==> src/rtl/program_loader_pkg.sv <==
// loader_defs: shared state encoding and framing constants for program_loader.
// PROGRAM_LOADER_CHECKSUM_EN adds the S_CHECK state.
package loader_defs;
  localparam logic [7:0] LOAD_CMD_DEFAULT = 8'h4C;
  localparam int BYTES_PER_WORD = 2;
  typedef enum logic [2:0] {
    S_IDLE, S_CNT_HI, S_CNT_LO, S_WORD_HI, S_WORD_LO, S_WRITE, S_DONE
`ifdef PROGRAM_LOADER_CHECKSUM_EN
    , S_CHECK
`endif
  } state_t;
endpackage

==> src/rtl/program_loader.sv <==
// program_loader: frames UART bytes into instruction words and writes them to program memory.
// PROGRAM_LOADER_CHECKSUM_EN appends an XOR checksum byte that must match before loadDone.
module program_loader
  import loader_defs::*;
#(
  parameter int ADDR_LENGTH = 11,
  parameter int DATA_LENGTH = 8 * BYTES_PER_WORD,
  parameter logic [7:0] LOAD_CMD = LOAD_CMD_DEFAULT
) (
  input  logic                   clk,
  input  logic                   rst_n,
  input  logic [7:0]             rxData,
  input  logic                   rxDone,
  output logic                   Wr,
  output logic [ADDR_LENGTH-1:0] addrToMem,
  output logic [DATA_LENGTH-1:0] dataToMem,
  output logic                   bipHold,
  output logic                   loadDone,
  output logic                   loadError
);
  state_t r_state, w_next;
  logic [7:0] r_cnt_hi;
  logic [ADDR_LENGTH:0] r_rem;
  logic [ADDR_LENGTH-1:0] r_addr;
  logic [DATA_LENGTH-1:0] r_data;
  logic r_err;
  logic [31:0] w_cnt;
  logic w_cnt_bad, w_last, w_start;
  assign w_cnt = {16'd0, r_cnt_hi, rxData};
  assign w_cnt_bad = w_cnt > (32'd1 << ADDR_LENGTH);
  assign w_last = r_rem == {{ADDR_LENGTH{1'b0}}, 1'b1};
  assign w_start = r_state == S_IDLE && rxDone && rxData == LOAD_CMD;
`ifdef PROGRAM_LOADER_CHECKSUM_EN
  localparam state_t TAIL = S_CHECK;
  logic [7:0] r_xor;
  logic w_ck_bad;
  assign w_ck_bad = r_state == S_CHECK && rxDone && rxData != r_xor;
`else
  localparam state_t TAIL = S_DONE;
`endif
  always_ff @(posedge clk or negedge rst_n)
    if (!rst_n) r_state <= S_IDLE;
    else r_state <= w_next;
  always_comb begin
    w_next = r_state;
    case (r_state)
      S_IDLE:    if (w_start) w_next = S_CNT_HI;
      S_CNT_HI:  if (rxDone) w_next = S_CNT_LO;
      S_CNT_LO:  if (rxDone) w_next = w_cnt == '0 ? TAIL : w_cnt_bad ? S_IDLE : S_WORD_HI;
      S_WORD_HI: if (rxDone) w_next = S_WORD_LO;
      S_WORD_LO: if (rxDone) w_next = S_WRITE;
      S_WRITE:   w_next = w_last ? TAIL : S_WORD_HI;
`ifdef PROGRAM_LOADER_CHECKSUM_EN
      S_CHECK:   if (rxDone) w_next = w_ck_bad ? S_IDLE : S_DONE;
`endif
      default:   w_next = S_IDLE;
    endcase
  end
  always_ff @(posedge clk or negedge rst_n)
    if (!rst_n) begin
      r_cnt_hi <= '0;
      r_rem    <= '0;
      r_addr   <= '0;
      r_data   <= '0;
      r_err    <= 1'b0;
`ifdef PROGRAM_LOADER_CHECKSUM_EN
      r_xor    <= '0;
`endif
    end else begin
      if (w_start) begin
        r_err  <= 1'b0;
        r_addr <= '0;
`ifdef PROGRAM_LOADER_CHECKSUM_EN
        r_xor  <= '0;
`endif
      end
      if (rxDone && r_state == S_CNT_HI) r_cnt_hi <= rxData;
      if (rxDone && r_state == S_CNT_LO) begin
        r_rem <= w_cnt[ADDR_LENGTH:0];
        if (w_cnt_bad) r_err <= 1'b1;
      end
      if (rxDone && r_state == S_WORD_HI) r_data[DATA_LENGTH-1 -: 8] <= rxData;
      if (rxDone && r_state == S_WORD_LO) r_data[7:0] <= rxData;
`ifdef PROGRAM_LOADER_CHECKSUM_EN
      if (rxDone && (r_state == S_WORD_HI || r_state == S_WORD_LO)) r_xor <= r_xor ^ rxData;
      if (w_ck_bad) r_err <= 1'b1;
`endif
      if (r_state == S_WRITE) begin
        r_addr <= r_addr + 1'b1;
        r_rem  <= r_rem - 1'b1;
      end
      // bytes landing in the non-receiving states are lost, so flag the load as suspect
      if (rxDone && (r_state == S_WRITE || r_state == S_DONE)) r_err <= 1'b1;
    end
  assign Wr        = r_state == S_WRITE;
  assign addrToMem = r_addr;
  assign dataToMem = r_data;
  assign bipHold   = r_state != S_IDLE;
  assign loadDone  = r_state == S_DONE;
  assign loadError = r_err;
endmodule
==> config.mk <==
export PLATFORM = sky130hd
export DESIGN_NAME = program_loader
export DESIGN_NICKNAME = d
export VERILOG_FILES = /design/src/rtl/program_loader_pkg.sv /design/src/rtl/program_loader.sv
export SDC_FILE = /design/constraint.sdc
export NUM_CORES = 1
export LEC_CHECK = 0
export ABC_AREA = 1
export CORE_MARGIN = 4
export CORE_UTILIZATION = 53
export CTS_CLUSTER_DIAMETER = 150
export CTS_CLUSTER_SIZE = 24
export DETAILED_ROUTE_END_ITERATION = 10
export PLACE_DENSITY_LB_ADDON = 0.1
export SYNTH_ARGS = -nofsm -noshare
export SYNTH_HDL_FRONTEND = slang
export SYNTH_SLANG_ARGS = --single-unit
==> constraint.sdc <==
create_clock -name clk -period 1.78 [get_ports clk]
set_input_delay 0.356 -clock clk [delete_from_list [all_inputs] [get_ports clk]]
set_output_delay 0.356 -clock clk [all_outputs]
set_load 0.02 [all_outputs]
== Word level (Yosys, flattened, before mapping) ==
Index checks and enable logic that the tools add are counted.

* Bits in registers: 51
* Input port bits: 11
* Output and inout port bits: 31
* Logic and storage cells: 54

* Add/sub/neg operators: 2
* Order comparisons: 1
* Eq/ne operators: 13
* Multiplexer cells: 17
* Reduce and logical (&&, ||, !) cells: 14

{| class="wikitable"
|+ Operators with widths
! cell !! number
|-
| zero test 32 bit || 1
|-
| two-way mux 12 bit || 2
|-
| two-way mux 11 bit || 2
|-
| two-way mux 3 bit || 7
|-
| case mux 3 bit (6 select lines) || 1
|-
| > comparator 16 x 12 -> 1 bit, second input constant || 1
|-
| equality test 12 x 1 -> 1 bit, second input constant || 1
|-
| subtractor 12 x 1 -> 12 bit, second input constant || 1
|-
| adder 11 x 1 -> 11 bit, second input constant || 1
|-
| != test 2 bit, second input constant || 5
|-
| equality test 3 bit, second input constant || 3
|-
| equality test 8 x 7 -> 1 bit, second input constant || 1
|-
| logical AND 1 bit || 7
|-
| equality test 3 x 2 -> 1 bit, second input constant || 2
|-
| AND reduction 5 bit || 1
|-
| two-way mux 1 bit || 4
|-
| nonzero test 2 bit || 2
|-
| equality test 3 x 1 -> 1 bit, second input constant || 1
|-
| zero test 3 bit || 1
|-
| nonzero test 3 bit || 1
|-
| two-way mux 2 bit || 1
|-
| logical OR 1 bit || 1
|}

== Logic depth before layout (Yosys ltp) ==
* Depth after elaboration: 7
* Gate-level depth with buffers: 10
* Gate-level depth less buffers: 10

== Worst setup path before layout ==
No wires, ideal clock.

* Kind: register to register
* From: register r_state[0]
* To: register r_addr[7] (netlist: addrToMem[7])
* Setup time: 0.126 ns
* Data arrival time: 1.382 ns
* Required time: 1.654 ns
* Path slack: 0.271 ns
* Cell stages (with the launch flop): 8
* Buffers on the path: 1
* Period minus slack after synthesis: 1.509 ns
* Cells stage by stage: dfrtp_1 nor2_2 nand2_1 nor2_1 nand2_1 buf_4 a22oi_1 nor2_1

* Cells in the longest elaborated chain, start to end: 4
* Elaborated cells between the ends (all ways): 6
* Those cells by class: 1 x eq/ne; 1 x mux; 4 x reduce/logical

{| class="wikitable"
|+ RTL lines
! item !! line !! text
|-
| from (decl) || program_loader.sv:21 || <nowiki>state_t r_state, w_next;</nowiki>
|-
| from (signal assigned) || program_loader.sv:43 || <nowiki>else r_state <= w_next;</nowiki>
|-
| zero test 3 bit || program_loader.sv:32 || <nowiki>assign w_start = r_state == S_IDLE && rxDone && rxData == LOAD_CMD;</nowiki>
|-
| logical AND 1 bit (2 in series) || program_loader.sv:32 ||
|-
| nonzero test 2 bit (no line) || n/a ||
|-
| to (signal assigned) || program_loader.sv:89 || <nowiki>r_addr <= r_addr + 1'b1;</nowiki>
|-
| to (decl) || program_loader.sv:24 || <nowiki>logic [ADDR_LENGTH-1:0] r_addr;</nowiki>
|}

Several ways; a longest one is shown, not always the timed one.
A chain may end at the register's enable or synchronous reset.

== Worst setup path in the final report ==
* From: register r_addr[2] (netlist: addrToMem[2])
* To: output port addrToMem[2]

{| class="wikitable"
|+ RTL lines
! item !! line !! text
|-
| to (decl) || program_loader.sv:15 || <nowiki>output logic [ADDR_LENGTH-1:0] addrToMem,</nowiki>
|}

No word-level cell between the ends.

==> out/qor.csv <==
stage,metric,value,unit
status,status,finished clean,
timing,Least-Margin Pin Slew,0.4367,ns
critical_path,CP Class,reg -> out,
hold_path,Min-Delay Path Class,in -> async,
timing,Max-slew headroom,70.82,%
layout,layout cells sized above 1,9.535,%
clock_tree,clock slew at reported path FFs,0.10,ns
floorplanning,Initial Utilization,55.53,%
critical_path,FF-to-FF path depth,9,
critical_path,r2r setup slk,0.15,ns
grt,gr usage total,21.87,%
routing,WL met1,3112,um
clock_tree,CTS Buffer Depth,2,
layout,area grow syn2layout,26.37,%
placed_design,RePlAce Congestion,0.8672,
timing,fmax,572.9,MHz
layout,Inserted Diodes,0,
logic_synthesis,top cell type's share of synthesized area,48.02,%
logic_synthesis,Synth Flop Type,dfrtp_1,
clock_tree,# H-tree levels,2,
logic_synthesis,#FFs+latches synth,51,
logic_synthesis,number of flops mapped to enable cells by yosys,0,
power,Max VDD drop,0.8518,mV
routing,Via Count,2484,
grt,first-pass GRT wire length,10750,um
logic_synthesis,leading area contributor after synthesis,dfrtp_1,
floorplanning,core area,0.004786,mm^2
grt,global route overflow,0,
critical_path,critical path required time,1.42,ns
run,# Max-Cap Violations,0,
logic_synthesis,Synth cell types,32,
placed_design,post-DP HPWL,4729,um
routing,DR WL met3,349,um
logic_synthesis,post-synthesis area per instance,7.571,um^2
timing,final worst-path setup slack,0.03461,ns
logic_synthesis,Cells after Synth,351,
logic_synthesis,"count leader, synth",nand2_1,
timing,min Tclk post-route,1.745,ns
routing,Routed wire per std cell,13.46,um
grt,vias in the first global route,2329,
critical_path,Worst Setup SP,addrToMem[2],
routing,WL met2,2845,um
power,Pwr Density,1578,mW/mm^2
layout,Total Nets Final,422,
critical_path,Crit path max-delay family,buffers and inverters,
critical_path,crit end category,output pin,
critical_path,Worst setup SP type,flop,
critical_path,Crit Path Max Fanout,6,
critical_path,slowest stage cell on the critical path,clkdlybuf4s50_1,
placed_design,dpl ws,0.004872,ns
routing,final WL,6408,um
grt,initial antenna violation count,0,
logic_synthesis,Syn. warnings,0,
logic_synthesis,synth top area cells,"dfrtp_1 (48%), nand2_1 (14%), o21ai_0 (6.6%)",
timing,final hold violation count,0,
critical_path,Reg-to-Reg Start,r_state[1],
timing,setup violators final,0,
logic_synthesis,Synthesized Nets,365,
clock_tree,Root Buffer,clkbuf_8,
floorplanning,FP Rows,25,
critical_path,capturing point of the worst reg2reg path,r_rem[7],
routing,Pre-Repair DR Iteration Count,5,
clock_tree,clk_lat worst skew,0.31,ns
logic_synthesis,post-synthesis sequential area ratio,48.02,%
critical_path,Crit path arrival time,1.39,ns
routing,drt drc,0,
timing,Slew Limit Fails,0,
clock_tree,cts bufs inserted,5,
logic_synthesis,commonest cells in the netlist,"nand2_1 (98), dfrtp_1 (51), nor2_1 (39)",
critical_path,worst-path cell chain,clkdlybuf4s50_1,
routing,DR top layer,met4,
clock_tree,Num Clock Sinks,51,
floorplanning,die area,0.006211,mm^2
floorplanning,Boundary Pins,42,
clock_tree,CTS tree,done,
routing,vias per inst,5.218,
placed_design,IO buf count,41,
power,leakage,0.001666,uW
timing,clk_skew,0.01189,ns
grt,largest net degree at the start of global routing,52,
logic_synthesis,"FFs w/ async S/R, synth",100.0,%
floorplanning,Die X,78.81,um
floorplanning,Die Ht,78.81,um
timing,period utilization,98.06,%
timing,Final TNS setup,0,ns
routing,DRT iter0 DRCs,180,
logic_synthesis,Synth Cell Area,0.002658,mm^2
critical_path,crit path buf inv count,1,
layout,fin util,70.17,%
routing,Final ANT Viol Nets,0,
critical_path,peak per-stage delay on the critical path,0.64,ns
-- stage by stage --
step                      std cells  hold WS [ns]  cell area (um^2)  power (uW)
after floorplan                 351       0.06041              2658        3514
after CTS                       476       0.03196              3353        5322
final                           476       0.01045              3358        5300
after detailed placement        468        0.3696              3244        4518
after global routing            476       0.03588              3358        5720
after global placement          468        0.3689              3244        4442
-- metal layers --
layer	global-route usage (%)	vias to the layer above
met2	33.96	84
met4	6.186	0
met3	4.422	10
met5	0	-
li1	-	1250
met1	31.28	1140
-- registers in the layout, summed over array words and instances (netlist names) --
name and flops:
addrToMem 11, loadError 1, r_state 3, r_rem 12
r_cnt_hi 8, dataToMem 16
-- report_power, final --
part           switching, uW  total [uW]  internal, uW
Sequential               424        2060          1640
Clock                    394         813           419
Combinational           1410        2420          1010
-- final cells by class --
class                           instances  area, um^2
Fill cell                             416        1428
Timing Repair Buffer                   59       553.0
Inverter                               41       155.1
Sequential cell                        51        1277
Clock buffer                            5       68.82
Tap cell                               67       83.83
Clock inverter                          3       43.79
Multi-Input combinational cell        250        1176
-- placed cells by master (no fill, tap or decap), types with 2 or more instances in the layout --
cell | Yosys | final
buf_4 | 1 | 17
dfrtp_1 | 51 | 50
clkinv_2 | 1 | 2
clkbuf_8 | 0 | 5
a21oi_1 | 9 | 9
o22ai_1 | 3 | 3
nand4_1 | 5 | 5
xor2_1 | 3 | 3
clkdlybuf4s50_1 | 0 | 33
o21ai_0 | 35 | 35
inv_1 | 38 | 38
nor3_1 | 4 | 4
o221ai_1 | 2 | 2
dlymetal6s2s_1 | 0 | 3
nor2_2 | 2 | 2
inv_2 | 2 | 2
dlygate4sd2_1 | 0 | 2
o21ai_1 | 10 | 10
nand2_1 | 98 | 98
nor2_1 | 39 | 39
nand2_4 | 2 | 2
nand3_1 | 23 | 23
o211ai_1 | 3 | 3
ha_1 | 3 | 3
-- cell families after synthesis --
kind of cell             Yosys count  share of synthesized area, %
flip-flops                        51                         48.02
adder cells (fa/ha/maj)            3                         1.413
buffers and inverters             50                         7.721
AND/OR/NAND/NOR                  177                         28.06
AO/OA/AOI/OAI                     67                         13.80
XOR/XNOR                           3                        0.9889
-- what timing repair did --
action	in CTS	in global routing
endpoints found under the hold margin	0	0
setup buffers	0	0
gates resized for setup	5	6
endpoints found under the setup margin	4	5
pin swaps	0	0
hold buffers	0	0
-- worst max-delay path by stage --
stage	slack, ns	endpoint	depth (start not counted)
finish	0.03	addrToMem[2]	1
global route	-0.03	addrToMem[2]	1
floorplan	0.27	addrToMem[7]	7
CTS	0.02	addrToMem[0]	1
detailed placement	0.005	addrToMem[9]	9
global placement	0.02	r_state[0]	11
Note: power is estimated with default switching activity, not from simulation.
